`src/rtl/uart_rx_framed.sv`:
```
// UART receiver with configurable data width, parity and stop bits.
// Oversampled 3-sample majority decoding feeding a word FIFO with per-word error flags.
module uart_rx_framed #(
    parameter int CLK_MHZ    = 50,
    parameter int BAUDRATE   = 9600,
    parameter int DATA_BITS  = 8,
    parameter int PARITY     = 0,
    parameter int STOP_BITS  = 1,
    parameter int OVERSAMPLE = 16,
    parameter int FIFO_DEPTH = 8
) (
    input  logic                 clk,
    input  logic                 rst,
    input  logic                 rx,
    output logic [DATA_BITS-1:0] m_data,
    output logic                 m_perr,
    output logic                 m_ferr,
    output logic                 m_valid,
    input  logic                 m_ready,
    output logic                 overflow,
    input  logic                 overflow_clr,
    output logic                 busy
);

    localparam int DIV    = CLK_MHZ * 1000000 / (BAUDRATE * OVERSAMPLE);
    localparam int DIV_W  = (DIV > 1) ? $clog2(DIV) : 1;
    localparam int SAMP_W = $clog2(OVERSAMPLE);
    localparam int BIT_W  = $clog2(DATA_BITS);
    localparam int ADDR_W = $clog2(FIFO_DEPTH);
    localparam int PTR_W  = ADDR_W + 1;
    localparam int WORD_W = DATA_BITS + 2;

    localparam logic [DIV_W-1:0]  DIV_LAST  = DIV_W'(DIV - 1);
    localparam logic [SAMP_W-1:0] CNT_LO    = SAMP_W'(OVERSAMPLE / 2 - 1);
    localparam logic [SAMP_W-1:0] CNT_MID   = SAMP_W'(OVERSAMPLE / 2);
    localparam logic [SAMP_W-1:0] CNT_HI    = SAMP_W'(OVERSAMPLE / 2 + 1);
    localparam logic [SAMP_W-1:0] CNT_LAST  = SAMP_W'(OVERSAMPLE - 1);
    localparam logic [BIT_W-1:0]  BIT_LAST  = BIT_W'(DATA_BITS - 1);
    localparam logic              STOP_LAST = (STOP_BITS == 2) ? 1'b1 : 1'b0;
    localparam logic              ODD       = (PARITY == 1) ? 1'b1 : 1'b0;

    typedef enum logic [2:0] {
        S_IDLE  = 3'd0,
        S_START = 3'd1,
        S_DATA  = 3'd2,
        S_PAR   = 3'd3,
        S_STOP  = 3'd4
    } state_t;

    function automatic logic parity_of(input logic [DATA_BITS-1:0] d);
        return ^d;
    endfunction

    function automatic logic maj3(input logic a, input logic b, input logic c);
        return (a & b) | (a & c) | (b & c);
    endfunction

    state_t               state_r;
    state_t               state_nxt_s;
    logic                 rx_meta_r;
    logic                 rxs_r;
    logic                 armed_r;
    logic [DIV_W-1:0]     div_cnt_r;
    logic [SAMP_W-1:0]    samp_cnt_r;
    logic                 s_lo_r;
    logic                 s_mid_r;
    logic [BIT_W-1:0]     bit_cnt_r;
    logic                 stop_idx_r;
    logic [DATA_BITS-1:0] shift_r;
    logic                 perr_r;
    logic                 ferr_r;
    logic                 push_r;
    logic [WORD_W-1:0]    push_word_r;

    logic [WORD_W-1:0]    mem_r [FIFO_DEPTH];
    logic [PTR_W-1:0]     wptr_r;
    logic [PTR_W-1:0]     rptr_r;
    logic                 overflow_r;

    logic                 tick_s;
    logic                 decide_s;
    logic                 end_s;
    logic                 bit_s;
    logic                 start_s;
    logic                 push_now_s;
    logic                 full_s;
    logic                 empty_s;
    logic                 pop_s;
    logic                 wr_ok_s;
    logic [WORD_W-1:0]    head_s;

    assign tick_s   = (state_r != S_IDLE) && (div_cnt_r == DIV_LAST);
    assign decide_s = tick_s && (samp_cnt_r == CNT_HI);
    assign end_s    = tick_s && (samp_cnt_r == CNT_LAST);
    assign bit_s    = maj3(s_lo_r, s_mid_r, rxs_r);

    // Next-state logic; a start needs the line to have been seen high since the last frame.
    always_comb begin
        state_nxt_s = state_r;
        start_s     = 1'b0;
        push_now_s  = 1'b0;
        case (state_r)
            S_IDLE: begin
                if (armed_r && !rxs_r) begin
                    state_nxt_s = S_START;
                    start_s     = 1'b1;
                end else begin
                    state_nxt_s = S_IDLE;
                end
            end
            S_START: begin
                if (decide_s && bit_s) begin
                    state_nxt_s = S_IDLE;
                end else if (end_s) begin
                    state_nxt_s = S_DATA;
                end else begin
                    state_nxt_s = S_START;
                end
            end
            S_DATA: begin
                if (end_s && (bit_cnt_r == BIT_LAST)) begin
                    state_nxt_s = (PARITY != 0) ? S_PAR : S_STOP;
                end else begin
                    state_nxt_s = S_DATA;
                end
            end
            S_PAR: begin
                if (end_s) begin
                    state_nxt_s = S_STOP;
                end else begin
                    state_nxt_s = S_PAR;
                end
            end
            S_STOP: begin
                // Leave mid-bit on the last stop decision so the next start edge is caught.
                if (decide_s && (stop_idx_r == STOP_LAST)) begin
                    state_nxt_s = S_IDLE;
                    push_now_s  = 1'b1;
                end else begin
                    state_nxt_s = S_STOP;
                end
            end
            default: begin
                state_nxt_s = S_IDLE;
            end
        endcase
    end

    // Synchroniser, bit timing and frame assembly registers.
    always_ff @(posedge clk) begin
        if (rst) begin
            rx_meta_r   <= 1'b1;
            rxs_r       <= 1'b1;
            state_r     <= S_IDLE;
            armed_r     <= 1'b0;
            div_cnt_r   <= '0;
            samp_cnt_r  <= '0;
            s_lo_r      <= 1'b1;
            s_mid_r     <= 1'b1;
            bit_cnt_r   <= '0;
            stop_idx_r  <= 1'b0;
            shift_r     <= '0;
            perr_r      <= 1'b0;
            ferr_r      <= 1'b0;
            push_r      <= 1'b0;
            push_word_r <= '0;
        end else begin
            rx_meta_r <= rx;
            rxs_r     <= rx_meta_r;
            state_r   <= state_nxt_s;

            if (start_s) begin
                armed_r <= 1'b0;
            end else if ((state_r == S_IDLE) && rxs_r) begin
                armed_r <= 1'b1;
            end

            if ((state_r == S_IDLE) || tick_s) begin
                div_cnt_r <= '0;
            end else begin
                div_cnt_r <= div_cnt_r + DIV_W'(1);
            end

            if (state_r == S_IDLE) begin
                samp_cnt_r <= '0;
            end else if (tick_s) begin
                samp_cnt_r <= (samp_cnt_r == CNT_LAST) ? '0 : samp_cnt_r + SAMP_W'(1);
            end

            if (tick_s && (samp_cnt_r == CNT_LO)) begin
                s_lo_r <= rxs_r;
            end
            if (tick_s && (samp_cnt_r == CNT_MID)) begin
                s_mid_r <= rxs_r;
            end

            if (start_s) begin
                bit_cnt_r  <= '0;
                stop_idx_r <= 1'b0;
                perr_r     <= 1'b0;
                ferr_r     <= 1'b0;
            end else begin
                if ((state_r == S_DATA) && end_s) begin
                    bit_cnt_r <= bit_cnt_r + BIT_W'(1);
                end
                if ((state_r == S_STOP) && end_s) begin
                    stop_idx_r <= 1'b1;
                end
                if ((state_r == S_PAR) && decide_s) begin
                    perr_r <= (parity_of(shift_r) ^ bit_s) != ODD;
                end
                if ((state_r == S_STOP) && decide_s && !bit_s) begin
                    ferr_r <= 1'b1;
                end
            end

            if ((state_r == S_DATA) && decide_s) begin
                shift_r <= {bit_s, shift_r[DATA_BITS-1:1]};
            end

            push_r <= push_now_s;
            if (push_now_s) begin
                push_word_r <= {ferr_r | ~bit_s, perr_r, shift_r};
            end
        end
    end

    assign empty_s = (wptr_r == rptr_r);
    assign full_s  = (wptr_r[ADDR_W-1:0] == rptr_r[ADDR_W-1:0]) &&
                     (wptr_r[ADDR_W] != rptr_r[ADDR_W]);
    assign pop_s   = !empty_s && m_ready;
    assign wr_ok_s = push_r && (!full_s || pop_s);

    // FIFO storage; contents need no reset since the pointers define validity.
    always_ff @(posedge clk) begin
        if (wr_ok_s) begin
            mem_r[wptr_r[ADDR_W-1:0]] <= push_word_r;
        end
    end

    // FIFO pointers and sticky overflow flag (a set beats a clear).
    always_ff @(posedge clk) begin
        if (rst) begin
            wptr_r     <= '0;
            rptr_r     <= '0;
            overflow_r <= 1'b0;
        end else begin
            if (wr_ok_s) begin
                wptr_r <= wptr_r + PTR_W'(1);
            end
            if (pop_s) begin
                rptr_r <= rptr_r + PTR_W'(1);
            end
            if (push_r && full_s && !pop_s) begin
                overflow_r <= 1'b1;
            end else if (overflow_clr) begin
                overflow_r <= 1'b0;
            end
        end
    end

    assign head_s   = mem_r[rptr_r[ADDR_W-1:0]];
    assign m_data   = head_s[DATA_BITS-1:0];
    assign m_perr   = head_s[DATA_BITS];
    assign m_ferr   = head_s[DATA_BITS+1];
    assign m_valid  = !empty_s;
    assign overflow = overflow_r;
    assign busy     = (state_r != S_IDLE);

endmodule
```
`config.mk`:
```
export PLATFORM = sky130hd
export DESIGN_NAME = uart_rx_framed
export DESIGN_NICKNAME = d
export VERILOG_FILES = /design/src/rtl/uart_rx_framed.sv
export SDC_FILE = /design/constraint.sdc
export NUM_CORES = 1
export LEC_CHECK = 0
export BUFFER_PORTS_ARGS = -buffer_cell sky130_fd_sc_hd__buf_2
export CORE_ASPECT_RATIO = 0.75
export CORE_UTILIZATION = 50
export CTS_CLUSTER_DIAMETER = 80
export DETAILED_ROUTE_END_ITERATION = 8
export PLACE_DENSITY = 0.76
export SYNTH_ARGS = -nofsm -noshare
export SYNTH_HDL_FRONTEND = slang
export SYNTH_SLANG_ARGS = --single-unit
export TNS_END_PERCENT = 5
```
`constraint.sdc`:
```
create_clock -name clk -period 5.4 [get_ports clk]
set_input_delay 0.54 -clock clk [delete_from_list [all_inputs] [get_ports clk]]
set_output_delay 0.54 -clock clk [all_outputs]
set_load 0.02 [all_outputs]
```
# Word-level counts from Yosys, hierarchy flattened
# Memory sizes are Yosys's and may differ from the RTL's. A register that Yosys moved wholly into a read port is not among the register bits.
# Cells that the tools add are included.
# Widths: inputs -> output; s select.
[word_totals]
regBits = 55
mem_bits_rw = 80
input_bits = 5
output_inout_bits = 13
word_cells = 99
memories = 1
[mem_list]
columns = ["name", "depth", "word_bits", "rd", "rd_ports_with_merged_regs", "write_ports", "line", "text"]
rows = [
  ["mem_r", 8, 10, 1, 1, 1, "75", "logic [WORD_W-1:0] mem_r [FIFO_DEPTH];"],
]
[classes]
n_addsub = 5
n_eq_ne = 13
muxes = 18
bitwise = 9
reduce_logical = 35
[op_table]
columns = ["op", "count"]
rows = [
  ["$logic_and 1x1->1", 21],
  ["$mux 3", 5],
  ["$pmux 3 s5", 1],
  ["$add 4x1->4 const B", 3],
  ["$eq 4x4->1 const B", 3],
  ["$add 9x1->9 const B", 1],
  ["$eq 9x9->1 const B", 1],
  ["$mux 1", 9],
  ["$reduce_xor 8->1", 1],
  ["$eq 3x2->1 const B", 2],
  ["$eq 3x3->1 const B", 2],
  ["$reduce_or 2->1", 3],
  ["$logic_not 1->1", 5],
  ["$eq 4x3->1 const B", 1],
  ["$eq 4x4->1", 1],
  ["$mux 2", 2],
  ["$mux 4", 1],
  ["$add 3x1->3 const B", 1],
  ["$and 1x1->1", 3],
  ["$eq 3x1->1 const B", 1],
  ["$eq 3x3->1", 1],
  ["$logic_not 3->1", 1],
  ["$or 1x1->1", 3],
  ["$reduce_bool 3->1", 1],
  ["5 further kinds", 7],
]

# Longest topological paths before layout
# Gate-level depths: netlist (run 1).
[depth]
depth_word = 7
mapped_depth = 8
depth_no_buf = 7

# Least setup slack after synthesis (run 1)
# OpenSTA, ideal clock, no wires.
[synth_timing]
path_type = "register to register"
start = "reg wptr_r[0]"
end = "mem mem_r[2][0] (netlist bit), enable pin"
setup_time_ns = 0.407
arrival_time_ns = 2.174
required_ns = 4.993
path_slack_ns = 2.819
stages_incl_launch_ff = 7
path_buffers = 1
synth_period_minus_slack_ns = 2.581
path_cell_list = "dfxtp_1 -> buf_2 -> xor2_1 -> nor3_1 -> nand2_1 -> nand2_1 -> nor4b_1"
[synth_via]
elab_chain_cells = 7
word_cells_on_any_way = 10
cone_classes = "eq/ne: 2; mux: 2; reduce/logical: 6"
[synth_rtl]
columns = ["element", "line", "text"]
rows = [
  ["start, declared", "76", "logic [PTR_W-1:0] wptr_r;"],
  ["start signal, assigned", "249", "wptr_r <= wptr_r + PTR_W'(1);"],
  ["$eq 4x4->1 or $eq 3x3->1 (tied branches)", "228, 229", ""],
  ["$logic_not 1->1 or $logic_and 1x1->1 (tied branches)", "231, 229", ""],
  ["$logic_and 1x1->1 or $logic_not 1->1 (tied branches)", "231, 232", ""],
  ["$logic_or 1x1->1", "232", "assign wr_ok_s = push_r && (!full_s || pop_s);"],
  ["$logic_and 1x1->1", "232", ""],
  ["$mux 1", "236", "if (wr_ok_s) begin"],
  ["$mux 1 (implied by the code)", "237", "mem_r[wptr_r[ADDR_W-1:0]] <= push_word_r;"],
  ["end, declared", "75", ""],
]
# Parallel ways exist; a longest one is shown, timed or not.

==> summary.md, run 1 <==
| Metric | Value |
|---|---|
| Syn Area/Cell | `14.2 µm²` |
| Largest area contributor in the netlist | `edfxtp_1` |
| Post-Route WL | `10.4 mm` |
| Yosys top cell area share | `42.9%` |
| Chip Height | `93.7 µm` |
| Boundary Pins | `18` |
| Pre-antenna DRT Iters | `4` |
| Routed WL per cell | `17.9 µm` |
| WP data required | `4.86 ns` |
| Sequential fraction of the synthesis area | `63.6%` |
| Clk Tree Root Cell | `clkbuf_16` |
| CTS hold repair buffers | `0` |
| Delay-heaviest family, CP | `multiplexers` |
| Routed wl met3 | `561 µm` |
| CP endpoint kind | `output pin` |
| Leak pwr | `2.27 nW` |
| CP max FO | `12` |
| Die area | `11600 µm²` |
| RSZ-0062 raised after global routing | `no` |
| Max incr delay on CP | `0.68 ns` |
| Antenna Nets Post-Route | `0` |
| Starting Density | `51.4%` |
| Post-route insts no fill | `579` |
| Slew @ Worst Pin | `0.964 ns` |
| Mapped cell area | `5610 µm²` |
| Setup bufs post-CTS | `0` |
| Iter 0 DRT Violations | `243` |
| Status | `completed` |
| Antenna Diode Count | `0` |
| Vias per inst | `5.52` |
| Commonest register cell after synthesis | `edfxtp_1` |
| TritonCTS buffer count | `17` |
| Net Count, Synth | `409` |
| PwrDens | `348 nW/µm²` |
| Synth top cells by count | `edfxtp_1, dfxtp_1, nor2_1, mux4_2, mux2i_1` |
| Vias in the first global route | `3172` |
| Most area-consuming cells after synthesis | `edfxtp_1, dfxtp_1, mux4_2` |
| Hold crit path type | `primary input to flop` |
| DRC errors left | `0` |
| Slowest cell on the critical path | `dfxtp_1` |
| First-pass GRT wire length | `16.9 mm` |
| Metal-1 WL | `4.78 mm` |
| Place WS | `2.77 ns` |
| Placer Congestion | `0.760` |
| Worst path buffer plus inverter count | `2` |
| Final instance area | `6460 µm²` |
| Inst Count DP | `547` |
| Core area | `10900 µm²` |
| Uppermost layer routed | `met4` |
| Largest net degree at the start of global routing | `40` |
| CTS tree | `done` |
| Post-synth cell types | `55` |
| Synth Register Bits | `138` |
| Setup Skew | `0.00785 ns` |
| Overall power | `2.25 mW` |
| Die extent in x | `124 µm` |
| Max_slew headroom | `35.6%` |
| Met2 routed WL | `4.89 mm` |
| Final nets | `440` |
| Worst skew pair latency | `0.42 ns` |
| Total number of H-tree levels | `4` |
| Share of cells above drive strength 1 | `23.9%` |
| Post-Synthesis Cells | `395` |
| Min Tclk post-route | `3.02 ns` |
| GRT overflow | `0` |
| Number of flops mapped to enable cells by yosys | `80` |
| Crit path DAT | `2.48 ns` |
| Top-count cell post-synth | `edfxtp_1` |
| Max-slew violations | `0` |
| Fin. Hold Viols | `0` |
| DP HPWL | `6.55 mm` |
| Layout area overhead | `15.3%` |
| VDD IR max | `0.000236 V` |
| Max Clock Freq | `0.331 GHz` |
| Placed Area | `5880 µm²` |
| Final Cycle Share | `55.9%` |
| Worst-path cell chain | `buf_4 > mux4_2 > mux2_2 > buf_2` |
| Gr usage total | `19.4%` |
| Clk slew on worst S/H paths | `0.07 ns` |
| PnR worst setup slack | `2.38 ns` |
| Routed vias | `3198` |
| Async SR Flop Fraction | `0%` |
| Yosys warns | `0` |
| Clk buf depth | `2` |
| Post-CTS Resized | `0` |
| Max Cap Viol | `0` |
| # fillers | `821` |
| Final setup violation count | `0` |
| Post-route setup TNS | `0 ns` |
| # clock sinks | `138` |
| CP Launch Type | `flop` |
| Port Buf Inserts | `17` |
| Core Rows | `33` |
| Crit path kind | `flop to output pin` |
| Initial antenna violation count | `0` |
[area by class of cell]
type	instances	area, µm²	area share [%]
clock buffer	17	425	6.58
clock inverter	15	155	2.40
inverter	9	33.8	0.523
multi-input combinational	233	1950	30.2
sequential	138	3560	55.1
tap	140	175	2.71
timing repair buffer	27	160	2.48
[sequential cells by signal, indices dropped and copies added, names as in the netlist, 3 cells and up, named ones only]
name         flops
shift_r          8
bit_cnt_r        3
wptr_r           4
div_cnt_r        9
samp_cnt_r       4
push_word_r     10
mem_r           80
state_r          3
rptr_r           4
[per-stage QoR]
step	hold slack (ns)	util, %
2_1_floorplan	0.389	-
6_report	0.304	59.3
3_3_place_gp	0.398	54.0
5_1_grt	0.297	59.3
4_1_cts	0.292	59.3
3_5_place_dp	0.396	54.0
[metal layers]
| layer | track usage, % | up-vias |
|---|---|---|
| met5 | 0 | - |
| met4 | 8.13 | 0 |
| met3 | 5.41 | 15 |
| met2 | 31.0 | 69 |
| met1 | 25.2 | 1575 |
| li1 | - | 1539 |
[report_power, final]
part           internal [mW]  switching (mW)  total [mW]  leakage, nW
Sequential              1.10         0.00138        1.10         1.21
Clock                  0.653           0.482        1.13        0.291
Combinational        0.00356         0.00840      0.0120        0.774
[path summary, 6_finish.rpt]
path	from	to	slack, ns	cells past startpoint
worst max-delay path	flop	m_data[6]	2.38	4
worst min-delay path	rx	rx_meta_r	0.30	2
worst max register to register	wptr_r[0]	mem_r[2][8]	2.94	6
worst min register to register	rx_meta_r	rxs_r	0.41	1
[cells by family after synthesis]
group                    after synthesis  share of synthesized area (%)
buffers and inverters                 24                           1.94
adder cells (fa/ha/maj)                9                           2.01
AND/OR/NAND/NOR                      118                           11.2
multiplexers                          49                           13.4
flip-flops                           138                           63.6
XOR/XNOR                              26                           4.31
AO/OA/AOI/OAI                         31                           3.55
[layout by cell type (no fill, tap or decap), types with 2 or more instances in the layout]
master	instances
nor3b_1	4
nor2_1	48
a21oi_1	14
ha_1	9
clkbuf_16	17
nand2b_1	3
edfxtp_1	80
xnor2_1	12
mux2i_1	19
inv_6	5
nand4_1	5
or4b_1	2
mux4_2	20
nand2_1	13
nand3b_1	3
o21ai_0	6
clkinv_2	2
nor4b_2	3
mux2_2	10
inv_8	4
buf_2	17
dfxtp_1	58
clkinv_4	3
nor3_1	7
xor2_1	13
nor4_2	2
nand3_1	9
buf_4	10
or2_2	5
inv_1	9
Note: power is estimated with default switching activity, not from simulation.
==> inputs of run 2 (changes only) <==
clock period = 3.1 ns   (was 5.4 ns; I/O delays follow)
==> run 2 against run 1 <==
Compared with the run above:
- critical path type unchanged
- first-iteration DRC count is 9.5% lower
- final cell count up 0.17%
- routed wire length down 6.1%
- cell area grew 0.35%
- flip-flop and latch count unchanged
- clock skew grew 0.00051 ns
- non-clock buffer count rose by 1
==> summary.md, run 2 (synthesis results as in run 1) <==
| Metric | Value |
|---|---|
| Final Cycle Share | `78.2%` |
| Core area | `10900 µm² (unchanged)` |
| Core Rows | `33 (unchanged)` |
| PwrDens | `609 nW/µm² (+75%)` |
| Routed WL per cell | `16.8 µm (-6.3%)` |
| Hold depth | `2 (unchanged)` |
| Die extent in x | `124 µm (unchanged)` |
| Commonest non-fill, non-tap cells in the layout | `edfxtp_1, dfxtp_1, nor2_1` |
| Crit path DAT | `2.11 ns (-0.37 ns)` |
| Most common cell after layout, fill and taps aside | `edfxtp_1` |
| Util after Layout | `59.5% (+0.21 points)` |
| Placer Congestion | `0.790 (+4.0%)` |
| VDD IR max | `0.000333 V (+41%)` |
| Hold crit path type | `primary input to flop` |
| Post-Route WL | `9.75 mm (-6.1%)` |
| Post-CTS Resized | `0 (unchanged)` |
| Final nets | `441 (+0.23%)` |
| CTS hold repair buffers | `0 (unchanged)` |
| CP Launch Type | `flop` |
| Post-route setup TNS | `0 ns (unchanged)` |
| # clock sinks | `138 (unchanged)` |
| Worst skew pair latency | `0.41 ns (about the same)` |
| Slew @ Worst Pin | `0.767 ns (-0.197 ns)` |
| Port Buf Inserts | `17 (unchanged)` |
| Max Clock Freq | `0.413 GHz` |
| Clk Tree Root Cell | `clkbuf_16` |
| Busiest grt layer | `met2` |
| WP data required | `2.79 ns (-2.07 ns)` |
| TritonCTS buffer count | `17 (unchanged)` |
| Setup Skew | `0.00836 ns (+0.000511 ns)` |
| Max_slew headroom | `48.3% (+13 points)` |
| Crit path kind | `flop to output pin` |
| Clk slew on worst S/H paths | `0.06 ns (about the same)` |
| Fin. Hold Viols | `0 (unchanged)` |
| DP HPWL | `6.34 mm (-3.2%)` |
| Final setup violation count | `0 (unchanged)` |
| Chip Height | `93.7 µm (unchanged)` |
| CP max FO | `20 (+8)` |
| Initial antenna violation count | `0 (unchanged)` |
| GRT overflow | `0 (unchanged)` |
| Antenna Diode Count | `0 (unchanged)` |
| Layout area overhead | `15.7%` |
| Total number of H-tree levels | `4 (unchanged)` |
| GRT met3 Usage | `4.50% (-0.91 points)` |
| Max FFs per register | `80 (unchanged)` |
| Boundary Pins | `18 (unchanged)` |
| Sw Pwr | `741 µW (+51%)` |
| Met2 Track Usage GR | `27.6% (-3.4 points)` |
| Largest net degree at the start of global routing | `40 (unchanged)` |
| R2R depth | `6 (unchanged)` |
| Vias in the first global route | `3101 (-2.2%)` |
| Reg2Reg Setup Slack | `0.83 ns (-2.11 ns)` |
| Switching share of power | `18.7% (-3.1 points)` |
| CTS tree | `done` |
| Setup bufs post-CTS | `0 (unchanged)` |
| Met1 usage | `25.6% (+0.39 points)` |
| Place WS | `0.846 ns (-1.93 ns)` |
| Routed vias | `3193 (-0.16%)` |
| Share of cells above drive strength 1 | `23.4% (-0.51 points)` |
| # fillers | `818 (-0.37%)` |
| DRC errors left | `0 (unchanged)` |
| Leak pwr | `2.27 nW (about the same)` |
| Int Power | `3.21 mW (+83%)` |
| Antenna Nets Post-Route | `0 (unchanged)` |
| Sequential cell area | `3560 µm² (unchanged)` |
| Starting Density | `51.4% (unchanged)` |
| Vias per inst | `5.51 (-0.33%)` |
| RSZ-0062 raised after global routing | `no` |
| Part of the power in registers | `48.7% (-0.3 points)` |
| Status | `completed` |
| Clock power share | `50.8% (+0.4 points)` |
| Gr usage total | `18.4% (-0.99 points)` |
| Iter 0 DRT Violations | `220 (-9.5%)` |
| Clk buf depth | `2 (unchanged)` |
| WHS Endpoint | `rx_meta_r` |
| Max-slew violations | `0 (unchanged)` |
| CP endpoint kind | `output pin` |
| Max Cap Viol | `0 (unchanged)` |
| Min Tclk post-route | `2.42 ns` |
| Reg2reg end | `mem_r[6][3]` |
| Hold Startpoint | `rx` |
| Die area | `11600 µm² (unchanged)` |
| R2r startpoint | `wptr_r[0]` |
| Multi-input logic area | `1950 µm² (unchanged)` |
| Logic pwr share | `0.5% (about the same)` |
| First-pass GRT wire length | `16.0 mm (-4.8%)` |
| Pre-antenna DRT Iters | `4 (unchanged)` |
| PnR worst setup slack | `0.677 ns (-1.70 ns)` |
run 2: final cells by class:
cell class | instances | share of cell area (%)
multi-input combinational | 233 | 30.1
clock inverter | 11 | 2.24
inverter | 9 | 0.521
sequential | 138 | 54.9
clock buffer | 21 | 6.94
tap | 140 | 2.70
timing repair buffer | 28 | 2.58
run 2: worst max-delay path by stage:
stage / startpoint / end / slack (ns) / cells after the start
floorplan: wptr_r[0] / mem_r[2][0] / 0.52 / 6
global placement: wptr_r[0] / mem_r[6][3] / 0.96 / 6
detailed placement: wptr_r[0] / mem_r[6][3] / 0.85 / 6
CTS: flop / m_perr / 0.64 / 4
global route: wptr_r[0] / mem_r[6][0] / 0.56 / 6
finish: flop / m_perr / 0.68 / 4
run 2: metrics by stage:
step | cells | area (µm²) | hold slack, ns | total power [mW]
floorplan | 395 | 5610 | 0.389 | 1.98
detailed placement | 548 | 5890 | 0.409 | 1.98
finish | 580 | 6490 | 0.0823 | 3.95
global placement | 548 | 5890 | 0.399 | 1.98
global route | 580 | 6490 | 0.0814 | 4.06
CTS | 580 | 6490 | 0.0719 | 3.98
run 2: power groups by stage:
stage	Combinational [mW]	Clock (mW)	Sequential, mW
floorplan	0.0145	0	1.96
global placement	0.0204	0	1.96
detailed placement	0.0210	0	1.96
CTS	0.0210	2.04	1.92
global route	0.0234	2.11	1.92
finish	0.0209	2.01	1.92
run 2: critical path, cell delays in order (launching register included):
cell	delay, ns
dfxtp_1	0.30
buf_4	0.35
mux4_2	0.60
mux2_2	0.28
buf_2	0.16
run 2: routing by layer:
| metal | routed length, µm | up-vias |
|---|---|---|
| met2 | 4420 | 51 |
| met3 | 361 | 14 |
| met1 | 4810 | 1590 |
| li1 | - | 1538 |
| met4 | 155 | 0 |
| met5 | 0 | - |
==> inputs of run 3 (changes only) <==
clock period = 2.25 ns   (was 3.1 ns; I/O delays follow)
==> run 3 against run 2 <==
Compared with the run above:
- critical path type unchanged
- setup slack worse by 0.58 ns
- power up 36%
- die area did not move
- global-route usage up 0.30 points
- clock skew is essentially flat
- register-to-register slack got worse by 0.60 ns
- core utilization rose by 0.93 points
- highest routed layer unchanged
- routed wire length rose by 3.3%
- first-iteration DRC count is 18% lower
- cell area rose by 1.6%
==> summary.md, run 3 (synthesis results as in run 1) <==
| Metric | Value |
|---|---|
| Crit path kind | `flop to output pin` |
| Inst Count DP | `557 (+1.6%)` |
| Largest net degree at the start of global routing | `39 (-2.5%)` |
| Final hold slack | `0.103 ns (+0.0211 ns)` |
| CP endpoint kind | `output pin` |
| Antenna Nets Post-Route | `0 (unchanged)` |
| Leak pwr | `2.33 nW (+2.6%)` |
| TritonCTS buffer count | `17 (unchanged)` |
| Clk slew on worst S/H paths | `0.06 ns (about the same)` |
| Met1 usage | `24.1% (-1.5 points)` |
| Max FFs per register | `80 (unchanged)` |
| Met2 Track Usage GR | `29.8% (+2.3 points)` |
| Place WS | `0.276 ns (-0.569 ns)` |
| # clock sinks | `138 (unchanged)` |
| CP Launch Type | `flop` |
| Core area | `10900 µm² (unchanged)` |
| CTS tree | `done` |
| Post-route insts no fill | `591 (+1.9%)` |
| Vias in the first global route | `3145 (+1.4%)` |
| Status | `completed` |
| Die area | `11600 µm² (unchanged)` |
| Crit path DAT | `1.93 ns (-0.18 ns)` |
| Routed vias | `3261 (+2.1%)` |
| Gr usage total | `18.7% (+0.30 points)` |
| Overall power | `5.38 mW (+36%)` |
| # fillers | `819 (+0.12%)` |
| Placer Congestion | `0.809 (+2.4%)` |
| Final setup violation count | `0 (unchanged)` |
| PnR worst setup slack | `0.0927 ns (-0.584 ns)` |
| Max Clock Freq | `0.464 GHz` |
| GRT overflow | `0 (unchanged)` |
| Core Rows | `33 (unchanged)` |
| Setup bufs post-CTS | `0 (unchanged)` |
| Worst skew pair latency | `0.42 ns (about the same)` |
| Chip Height | `93.7 µm (unchanged)` |
| Share of cells above drive strength 1 | `25.7% (+2.3 points)` |
| Max incr delay on CP | `0.53 ns (-0.07 ns)` |
| Fin. Hold Viols | `0 (unchanged)` |
| DRC errors left | `0 (unchanged)` |
| Clk buf depth | `2 (unchanged)` |
| Die extent in x | `124 µm (unchanged)` |
| PwrDens | `816 nW/µm² (+34%)` |
| Max_slew headroom | `52.6% (+4.3 points)` |
| Layout area overhead | `17.5%` |
| Final nets | `452 (+2.5%)` |
| Initial antenna violation count | `0 (unchanged)` |
| Routed WL per cell | `17.0 µm (+1.4%)` |
| Post-Route WL | `10.1 mm (+3.3%)` |
| Clk Tree Root Cell | `clkbuf_16` |
| CP max FO | `10 (-50%)` |
| DP HPWL | `6.37 mm (+0.51%)` |
| First-pass GRT wire length | `16.2 mm (+0.77%)` |
| Max Cap Viol | `0 (unchanged)` |
| Worst-path cell chain | `buf_12 > mux4_2 > mux2_2 > buf_2` |
| GRT met3 Usage | `6.49% (+2.0 points)` |
| Slowest cell on the critical path | `mux4_2` |
| Busiest grt layer | `met2` |
| Max-slew violations | `0 (unchanged)` |
| Final Cycle Share | `95.9%` |
| Commonest non-fill, non-tap cells in the layout | `edfxtp_1, dfxtp_1, nor2_1` |
| Min Tclk post-route | `2.16 ns` |
| Total number of H-tree levels | `4 (unchanged)` |
| WP data required | `2.03 ns (-0.76 ns)` |
| Antenna Diode Count | `0 (unchanged)` |
| Hold crit path type | `primary input to flop` |
| Setup Skew | `0.00810 ns (-0.000265 ns)` |
| RSZ-0062 raised after global routing | `no` |
| Pre-antenna DRT Iters | `4 (unchanged)` |
| Vias per inst | `5.52 (+0.23%)` |
| VDD IR max | `0.000520 V (+56%)` |
| Boundary Pins | `18 (unchanged)` |
| Most common cell after layout, fill and taps aside | `edfxtp_1` |
| Port Buf Inserts | `17 (unchanged)` |
| Reg2Reg Setup Slack | `0.23 ns (-0.60 ns)` |
| Slew @ Worst Pin | `0.703 ns (-0.0643 ns)` |
| Iter 0 DRT Violations | `180 (-18%)` |
| Starting Density | `51.4% (unchanged)` |
run 3: changes by cell type in the layout (fill, tap and decap cells not counted), sizes merged:
cell / delta
clkinv: -1
dlygate4sd3: +1
clkinvlp: -1
clkbuf: -3
inv: +8
bufinv: -2
buf: +9
run 3: worst paths after layout:
| kind | start | end | cells past startpoint |
|---|---|---|---|
| setup / recovery | flop | m_perr | 4 |
| hold / removal | overflow_clr | overflow | 4 |
| setup reg to reg | rptr_r[0] | mem_r[6][8] | 6 |
| hold reg to reg | rx_meta_r | rxs_r | 1 |
run 3: per-stage QoR:
stage / setup TNS (ns) / area, µm² / util [%]
after floorplan: -12.55 / 5610 / -
final: 0 / 6590 / 60.4
after global routing: 0 / 6590 / 60.4
after CTS: 0 / 6560 / 60.2
after global placement: 0 / 5970 / 54.8
after detailed placement: 0 / 5970 / 54.8
run 3: area by class of cell:
| class | count | area, µm² | share of cell area [%] |
|---|---|---|---|
| clock buffers | 17 | 425 | 6.46 |
| clock inverters | 15 | 153 | 2.32 |
| inverters | 9 | 33.8 | 0.513 |
| multi-input cells | 233 | 1950 | 29.6 |
| flip-flops and latches | 138 | 3570 | 54.1 |
| well taps | 140 | 175 | 2.66 |
| repair buffers | 39 | 283 | 4.29 |
run 3: routing by layer:
metal,vias to the layer above,wire [µm],share of wire (%)
met2,54,4820,48
met4,0,128,1.3
met3,14,417,4.1
li1,1556,-,-
met5,-,0,0
met1,1637,4710,47
run 3: critical path: cells and delay by family (launching register included):
| kind | cells | cell delay [ns] |
|---|---|---|
| buffers and inverters | 2 | 0.31 |
| flip-flops | 1 | 0.38 |
| multiplexers | 2 | 0.82 |
run 3: power by group:
group          internal, mW  total [mW]  switching [mW]
Combinational        0.0108      0.0308          0.0201
Sequential             2.64        2.65         0.00335
Clock                  1.56        2.70            1.14
Total                  4.21        5.38            1.16
run 3: timing repair:
item	CTS	global route
pin swaps	0	0
gates cloned	0	1
setup endpoints to repair	1	4
endpoints found under the hold margin	1	0
hold buffers	1	0
resized for setup	1	1
